===== src/rtl/dpsram_model_rd_pipe.sv =====
// Per-port read return pipeline: one or two register stages ahead of rdata/rvalid.
module sram_rd_pipe #(
    parameter int unsigned DATA_W       = 32,
    parameter int unsigned READ_LATENCY = 1
) (
    input  logic              clk,
    input  logic              rstz,
    input  logic [DATA_W-1:0] rd_word,
    input  logic              rd_req,
    output logic [DATA_W-1:0] rdata,
    output logic              rvalid
);

    logic              stg_valid;
    logic [DATA_W-1:0] stg_data;

    generate
        if (READ_LATENCY == 2) begin : g_extra_stage
            logic              s1_valid;
            logic [DATA_W-1:0] s1_data;

            always_ff @(posedge clk or negedge rstz) begin
                if (!rstz) begin
                    s1_valid <= 1'b0;
                    s1_data  <= '0;
                end else begin
                    s1_valid <= rd_req;
                    if (rd_req) begin
                        s1_data <= rd_word;
                    end
                end
            end

            assign stg_valid = s1_valid;
            assign stg_data  = s1_data;
        end else begin : g_direct
            assign stg_valid = rd_req;
            assign stg_data  = rd_word;
        end
    endgenerate

    // rdata only loads on a valid result so it holds between reads
    always_ff @(posedge clk or negedge rstz) begin
        if (!rstz) begin
            rvalid <= 1'b0;
            rdata  <= '0;
        end else begin
            rvalid <= stg_valid;
            if (stg_valid) begin
                rdata <= stg_data;
            end
        end
    end

endmodule


===== config.mk =====
export PLATFORM = sky130hd
export DESIGN_NAME = sram_rd_pipe
export DESIGN_NICKNAME = d
export VERILOG_FILES = /design/src/rtl/dpsram_model_rd_pipe.sv
export SDC_FILE = /design/constraint.sdc
export NUM_CORES = 1
export LEC_CHECK = 0
export CORE_MARGIN = 1
export CORE_UTILIZATION = 61
export DETAILED_ROUTE_END_ITERATION = 7
export DONT_BUFFER_PORTS = 1
export PLACE_DENSITY = 0.84
export SYNTH_ARGS = -nofsm -noshare
export SYNTH_HDL_FRONTEND = slang
export SYNTH_SLANG_ARGS = --single-unit

===== constraint.sdc =====
create_clock -name clk -period 1.5 [get_ports clk]
set_input_delay 0.3 -clock clk [delete_from_list [all_inputs] [get_ports clk]]
set_output_delay 0.3 -clock clk [all_outputs]
set_load 0.05 [all_outputs]

; After elaboration in Yosys (flattened, before gate mapping)
; Cells that the tools add are included.
[word_totals]
reg_bits = 33
in_bits = 35
out_inout_bits = 33
wordCells = 2

; Depth between registers and ports, before layout
; Gate-level depths: netlist of run 1.
[depth]
ltp_word = 0
ltp_mapped = 3
mapped_depth_nobuf = 1

; Least setup slack after synthesis of run 1
; No wires, ideal clock.
[synth_timing]
path_type = register to register
start = reg rdata[0] (netlist name)
end = reg rdata[0]
arrival_time_ns = 0.869
setup_slack_ns = 0.506
path_stages_with_launch = 2
path_buffers = 0
synth_period_minus_slack_ns = 0.994
path_cell_list = dfrtp_1 -> mux2_4
[synth_rtl]
columns = element, line
row1 = to (signal assigned), 50  ; rdata <= stg_data;
row2 = to (decl), 10  ; output logic [DATA_W-1:0] rdata,

; Worst setup path after layout of run 1
[layout_timing]
start = reg rdata[11]
end = out rdata[11]
; No word-level cell between the ends.

==> key figures, run 1 <==
Outcome
  • Status: finished, final reports clean

Setup path
  • Reg-to-Reg Start: rdata[11]$_DFFE_PN0P_
  • Worst path required time: 1.20 ns
  • R2r setup slk: 0.46 ns
  • WP data arrival: 1.00 ns
  • Worst Setup Start Kind: flop
  • Setup CP Type: reg2out
  • Setup crit start: rdata[11]$_DFFE_PN0P_
  • Crit path capture: rdata[11]
  • R2r endpoint: rdata[11]$_DFFE_PN0P_
  • Crit Path Max Fanout: 2
  • WP depth: 0
  • Worst-case reg-to-reg path depth: 1
  • CP endpoint kind: primary output

Power
  • Net Sw Frac: 0.353
  • LEAKAGE: 0.000690 uW
  • PD cells: 1390 mW/mm^2
  • P_int: 1280 uW
  • Comb power frac: 0.087
  • Sw Pwr: 701 uW
  • Clock share of power: 0.231
  • Peak VDD IR: 901 uV
  • Register share of total power: 0.682

Cells and area
  • Design Area, Final: 0.00142 sq mm
  • Layout Cells excl Fill: 103
  • Syn-to-layout area delta: 3.93%
  • Final Util: 0.697
  • Share of layout cells above drive strength 1: 0.526
  • Commonest non-fill, non-tap cell in the layout: dfrtp_1
  • Fin nets: 110
  • Most frequent cells in the layout: 33 x dfrtp_1, 30 x mux2_4, 5 x clkbuf_4
  • Antenna diodes: 0
  • Fillers: 149

GRT
  • Largest net degree at the start of global routing: 34
  • First-pass GRT wire length: 3280 microns
  • Met3 Use GR: 0.134
  • GRT Total Usage: 0.193
  • GR Util met2: 0.267
  • Initial antenna violation count: 0
  • GRT overflow: 0
  • Routing usage on met1: 0.236
  • GRT Max-Usage Layer: met2
  • Vias in the first global route: 682

Synth
  • Post-Syn Area: 0.00137 sq mm
  • Syn Inst Count: 69
  • Synthesis Warnings: 0
  • Yosys top cell area share: 0.603
  • Synth cell types: 5
  • Share of the yosys chip area belonging to registers: 0.603
  • Synth Register Bits: 33
  • Cell accounting for the most synthesized area: dfrtp_1
  • Syn avg cell area: 19.9 sq um
  • Top cells by area, synth: dfrtp_1 60%, mux2_4 33%, buf_12 4.4%, mux2_2 1.6%, buf_6 0.82%
  • Syn Nets: 104

Placed design
  • Area after DPL: 0.00133 sq mm
  • Port bufs: 0
  • RD Place Congestion: 0.603
  • Inst Count DP: 92

Flow run
  • Max cap viols: 0

Clocking
  • Clk buf depth: 2
  • Htree depth: 2
  • Worst-Skew Late Latency: 0.32 ns
  • CTS resizes: 0
  • # clock sinks: 33
  • Clock root buffer: clkbuf_4
  • CTS tree: built
  • Clock transition at the registers of the reported paths: 0.11 ns
  • Num CTS Buffers: 5

STA
  • Slew Viols, Final: 0
  • Slew HR: 0.669
  • Tcrit/Tclk final: 0.864
  • Fin Setup TNS: 0 ns
  • Setup violators final: 0
  • Tmin final: 1.30 ns
  • RSZ-0062 raised after global routing: no
  • Worst Max-Slew Pin Slew: 0.496 ns
  • Skew final: 0 ns
  • Min Hold Slack: 0.109 ns
  • Final Hold Viols: 0
  • Fmax: 772 MHz

Routing
  • Vias: 583
  • Vias per inst: 5.66
  • WL/cell: 19.9 microns
  • Remaining antenna violation count: 0
  • Drc violations: 0
  • Pre-Repair DR Iteration Count: 3
  • WL final: 2050 microns
  • Initial DRC Count: 5

Floorplanning
  • Die W: 49.4 microns
  • Die area: 0.00244 sq mm
  • Ports: 68
  • Row count: 16
  • Die Height: 49.4 microns
  • Starting Density: 0.671
  • Core ar.: 0.00204 sq mm

Min path
  • Class of the worst hold path: in2reg
[what timing repair did]
item                                   in CTS  in global routing
buffers inserted                            0                  0
hold buffers                                3                  0
endpoints found under the hold margin      34                  0
[cell type report]
| class | instances | area (sq um) | area share |
|---|---|---|---|
| clock buffers | 6 | 41.3 | 0.0290 |
| well taps | 27 | 33.8 | 0.0237 |
| clock inverters | 2 | 10.0 | 0.00703 |
| repair buffers | 3 | 40.0 | 0.0281 |
| multi-input cells | 32 | 473 | 0.332 |
| flip-flops and latches | 33 | 826 | 0.580 |
[sequential cells by signal, summed over array words and instances, names as in the netlist]
signal,flops
rdata,32
rvalid,1
[cell usage after synthesis, drive strengths merged]
library cell / instances
dfrtp: 33
mux2: 32
buf: 4
[worst min-delay path by stage]
stage	from	endpoint	slack [ns]	cells past startpoint
floorplan	rstz	rdata[0]$_DFFE_PN0P_	0.004	0
global placement	rstz	rdata[3]$_DFFE_PN0P_	0.005	0
finish	rd_word[18]	rdata[18]$_DFFE_PN0P_	0.11	1
global route	rd_word[31]	rdata[31]$_DFFE_PN0P_	0.08	1
CTS	rd_word[18]	rdata[18]$_DFFE_PN0P_	0.10	1
detailed placement	rstz	rdata[17]$_DFFE_PN0P_	0.005	0
[power by group through the flow]
stage / Sequential, uW / Combinational (uW) / Clock, uW
2_1_floorplan: 1350 / 177 / 0
3_3_place_gp: 1370 / 144 / 0
3_5_place_dp: 1370 / 148 / 0
4_1_cts: 1350 / 177 / 472
5_1_grt: 1360 / 189 / 519
6_report: 1350 / 173 / 458
[per-stage QoR]
stage          setup slack, ns  power [uW]
5_1_grt                  0.147        2070
3_5_place_dp             0.472        1520
6_report                 0.204        1980
3_3_place_gp             0.480        1510
4_1_cts                  0.198        2000
2_1_floorplan            0.506        1530
[layer usage]
layer  share of wire  wire length [microns]
met1            0.43                    871
met5               0                      0
met4          0.0049                     10
met3            0.12                    238
met2            0.45                    925
[logic make-up after synthesis]
kind of cell,synth area share
flops,0.603
mux,0.345
buf+inv,0.0521
No activity file was read; power rests on OpenSTA's default activity.
==> inputs of run 2 (changes only) <==
--- a/config.mk
+++ b/config.mk
@@ -10,6 +10,7 @@
 export DETAILED_ROUTE_END_ITERATION = 7
 export DONT_BUFFER_PORTS = 1
 export PLACE_DENSITY = 0.84
+export SLEW_MARGIN = 20
 export SYNTH_ARGS = -nofsm -noshare
 export SYNTH_HDL_FRONTEND = slang
 export SYNTH_SLANG_ARGS = --single-unit
==> results of run 2 <==
The final DEF is identical to that of run 1; final timing and power are the same.
==> edit 1 (config.mk and constraints of run 1) <==
Remove the register `rvalid`: a continuous assignment takes its place, so the output `rvalid` follows one clock earlier.
--- a/src/rtl/dpsram_model_rd_pipe.sv
+++ b/src/rtl/dpsram_model_rd_pipe.sv
@@ -42,15 +42,15 @@
     // rdata only loads on a valid result so it holds between reads
     always_ff @(posedge clk or negedge rstz) begin
         if (!rstz) begin
-            rvalid <= 1'b0;
             rdata  <= '0;
         end else begin
-            rvalid <= stg_valid;
             if (stg_valid) begin
                 rdata <= stg_data;
             end
         end
     end
 
+    assign rvalid = stg_valid;
+
 endmodule
 
Function: changed (a bounded check fails within 4 cycles, from zero or initial values and one cycle with rstz low).
==> edit 1 against run 1 <==
- setup slack improved by 0.0039 ns
- synthesized area decreased by 1.3%
- critical endpoint is now rdata[22]
- global-route usage increased by 1.6 points
- die area decreased by 1.2%
- final area decreased by 1.8%
- largest cell class unchanged
- routed wire length increased by 4.5%
- combinational power about the same
- count of clock-buffer cells in the layout unchanged
- largest power group unchanged
- power increased by 0.41%
- sequential cell count decreased by 1
==> edit 1: results (changes against run 1) <==
outcome = completed (unchanged)
Routed WL = 2140 um (was 2050 um)
placed cells = 91 (was 92)
Root Buffer = clkbuf_4 (unchanged)
fraction of area in registers = 57.2% (was 58.0%)
vias in the first global route = 694 (was 682)
CTS Sinks = 32 (was 33)
period utilization = 86.1% (was 86.4%)
RD Place Congestion = 0.569 (was 0.603)
Final nets = 108 (was 110)
fin cells = 101 (was 103)
placed inst area = 1310 um2 (was 1330 um2)
drt pass-1 iters = 4 (was 3)
bufs w/o clock = 2 (was 3)
Seq/Total Area, Yosys = 59.2% (was 60.3%)
gr usage total = 20.9% (was 19.3%)
Max VDD drop = 0.000810 V (was 0.000901 V)
power per cell area = 1420 nW/um2 (was 1390 nW/um2)
Largest regs = rdata (32) (was rdata (32), rvalid (1))
drt initial violations = 7 (was 5)
Slew @ Worst Pin = 0.503 ns (was 0.496 ns)
first-pass GRT wire length = 3480 um (was 3280 um)
total power = 1990 uW (was 1980 uW)
fillers = 127 (was 149)
multi-input combinational area share = 33.8% (was 33.2%)
synth cell count leaders = dfrtp_1 (32), mux2_4 (30), buf_12 (3), mux2_2 (2) (was dfrtp_1 (33), mux2_4 (30), buf_12 (3), mux2_2 (2), buf_6 (1))
Lkg Pwr = 0.000680 uW (was 0.000690 uW)
buffer share of cell area = 2.15% (was 2.81%)
clock slew at reported path FFs = 0.10 ns
Layout clock area frac = 4.38% (was 3.60%)
Sw Share = 34.9% (was 35.3%)
dominant cells by area after synthesis = dfrtp_1 (59%), mux2_4 (33%), buf_12 (4.4%), mux2_2 (1.7%), buf_6 (0.83%) (was dfrtp_1 (60%), mux2_4 (33%), buf_12 (4.4%), mux2_2 (1.6%), buf_6 (0.82%))
clk pwr = 499 uW (was 458 uW)
WHS = 0.106 ns (was 0.109 ns)
Netlist cell types = 6 (was 5)
layout cells sized above 1 = 55.4% (was 52.6%)
-- edit 1: cell types whose count changed after synthesis --
cell     change
buf_4        +1
dfrtp_1      -1
-- edit 1: final timing paths --
check                            from         to  cells past startpoint
setup / recovery            rdata[22]  rdata[22]                      0
hold / removal             rd_word[8]   rdata[8]                      1
setup reg to reg            rdata[10]  rdata[10]                      1
hold reg to reg             rdata[16]  rdata[16]                      1
max in group asynchronous        rstz   rdata[5]                      2
min in group asynchronous        rstz   rdata[6]                      2
-- edit 1: per-layer routing --
layer	global-route usage, %	wire (um)
met5	0	0
met4	14.7	27
met3	10.3	220
met2	29.7	981
met1	24.7	908
-- edit 1: cells by family (layout without fill, tap and decap cells) --
logic type / Yosys count / count (layout) / synth area share [%]
DFF: 32 / 32 / 59.2
buffers and inverters: 5 / 10 / 5.83
muxes: 32 / 32 / 35.0
-- edit 1: repair_timing --
action	in CTS	in global routing
endpoints found under the hold margin	32	0
gates resized for setup	0	0
hold buffers	2	0
==> edit 2 (flow settings as in run 1) <==
Without the edit above. Change the parameter `DATA_W` from 32 to 24.
--- a/src/rtl/dpsram_model_rd_pipe.sv
+++ b/src/rtl/dpsram_model_rd_pipe.sv
@@ -1,6 +1,6 @@
 // Per-port read return pipeline: one or two register stages ahead of rdata/rvalid.
 module sram_rd_pipe #(
-    parameter int unsigned DATA_W       = 32,
+    parameter int unsigned DATA_W       = 24,
     parameter int unsigned READ_LATENCY = 1
 ) (
     input  logic              clk,
Interface: changed (resized rd_word and rdata); port bits go from 68 to 52. No check against the original RTL was run, so the function may have changed too.
==> edit 2 against run 1 <==
- power shrank 28%
- utilization is 2.4 points lower
- critical path depth unchanged
- sequential cell count fell by 8
- final area is 27% lower
- routed wire length down 19%
- setup slack better by 0.018 ns
- synthesized area decreased by 25%
- count of clock-buffer cells in the layout fell by 2
==> edit 2: results (changes against run 1) <==
outcome = completed (unchanged)
vias in the first global route = 492 (was 682)
synth cell count leaders = dfrtp_1 (25), mux2_4 (20), mux2_2 (4), buf_12 (2), buf_6 (1) (was dfrtp_1 (33), mux2_4 (30), buf_12 (3), mux2_2 (2), buf_6 (1))
post-detailed-route wirelength per cell = 23.3 um (was 19.9 um)
Vias = 440 (was 583)
gr usage total = 19.3% (about the same)
drt pass-1 iters = 2 (was 3)
Setup Skew = 0 ns (unchanged)
Max VDD drop = 0.000734 V (was 0.000901 V)
crit path DAT = 0.98 ns (was 1.00 ns)
Setup Fix Bufs, Post-CTS = 0 (unchanged)
fillers = 112 (was 149)
RD Place Congestion = 0.769 (was 0.603)
met3 routed WL = 172 um (was 238 um)
flop-to-flop setup slack = 0.44 ns (was 0.46 ns)
placed cells = 65 (was 92)
dominant cells by area after synthesis = dfrtp_1 (61%), mux2_4 (29%), mux2_2 (4.4%), buf_12 (3.9%), buf_6 (1.1%) (was dfrtp_1 (60%), mux2_4 (33%), buf_12 (4.4%), mux2_2 (1.6%), buf_6 (0.82%))
Seq/Total Area, Yosys = 61.2% (was 60.3%)
Final nets = 83 (was 110)
layout cells sized above 1 = 49.1% (was 52.6%)
post-synthesis mux area share = 33.8% (was 34.5%)
period utilization = 85.2% (was 86.4%)
Lkg Pwr = 0.000496 uW (was 0.000690 uW)
Async SR Flop Fraction = 100% (unchanged)
Routed WL = 1650 um (was 2050 um)
placed inst area = 991 um2 (was 1330 um2)
first-pass GRT wire length = 2560 um (was 3280 um)
Clk Latency, worst-skew pair = 0.30 ns (was 0.32 ns)
largest net degree at the start of global routing = 26 (was 34)
uppermost layer routed = met3 (was met4)
Syn Nets = 79 (was 104)
Place WS = 0.453 ns (was 0.472 ns)
CTS HTree Levels = 1 (was 2)
Largest regs = rdata (24), rvalid (1) (was rdata (32), rvalid (1))
WL met1 = 585 um (was 871 um)
## edit 2: changes by cell type after synthesis, sizes merged
| cell | run 1 | this run |
|---|---|---|
| mux2 | 32 | 24 |
| dfrtp | 33 | 25 |
| buf | 4 | 3 |
## edit 2: timing repair
action | CTS | global route
hold endpoints to repair | 25 | 1
gates resized for setup | 0 | 0
hold buffers | 1 | 1
## edit 2: final timing paths
check	startpoint	endpoint
setup / recovery	rdata[11]	rdata[11]
hold / removal	rd_word[5]	rdata[5]
setup reg to reg	rdata[13]	rdata[13]
hold reg to reg	rdata[14]	rdata[14]
max in group asynchronous	rstz	rvalid
min in group asynchronous	rstz	rdata[12]
## edit 2: area by class of cell
cell class              instances  share of cell area, %
flip-flops and latches         25                   60.3
clock buffers                   4                   2.53
well taps                      16                   1.93
multi-input cells              24                   33.3
repair buffers                  2                   1.93
## edit 2: metal layers
layer	up-vias	GRT usage [%]
met3	0	7.66
li1	185	-
met4	0	5.45
met1	219	21.1
met2	36	34.5
met5	-	0
## edit 2: metrics by stage
| stage | hold WS (ns) | utilization (%) | total power, uW |
|---|---|---|---|
| 6_report | 0.134 | 67.3 | 1430 |
| 5_1_grt | 0.108 | 67.3 | 1490 |
| 4_1_cts | 0.00674 | 66.6 | 1440 |
| 3_5_place_dp | 0.00486 | 64.3 | 1150 |
| 3_3_place_gp | 0.00493 | 64.3 | 1140 |
| 2_1_floorplan | 0.00441 | - | 1150 |
## edit 2: logic make-up (layout without fill, tap and decap cells)
| family | after synthesis | in the layout |
|---|---|---|
| flip-flops | 25 | 25 |
| multiplexers | 24 | 24 |
| buffers and inverters | 3 | 6 |
## edit 2: power breakdown
group	switching, uW	internal (uW)	total [uW]
combinational	30.7	93.4	124
sequential	291	735	1030
clock	172	103	275
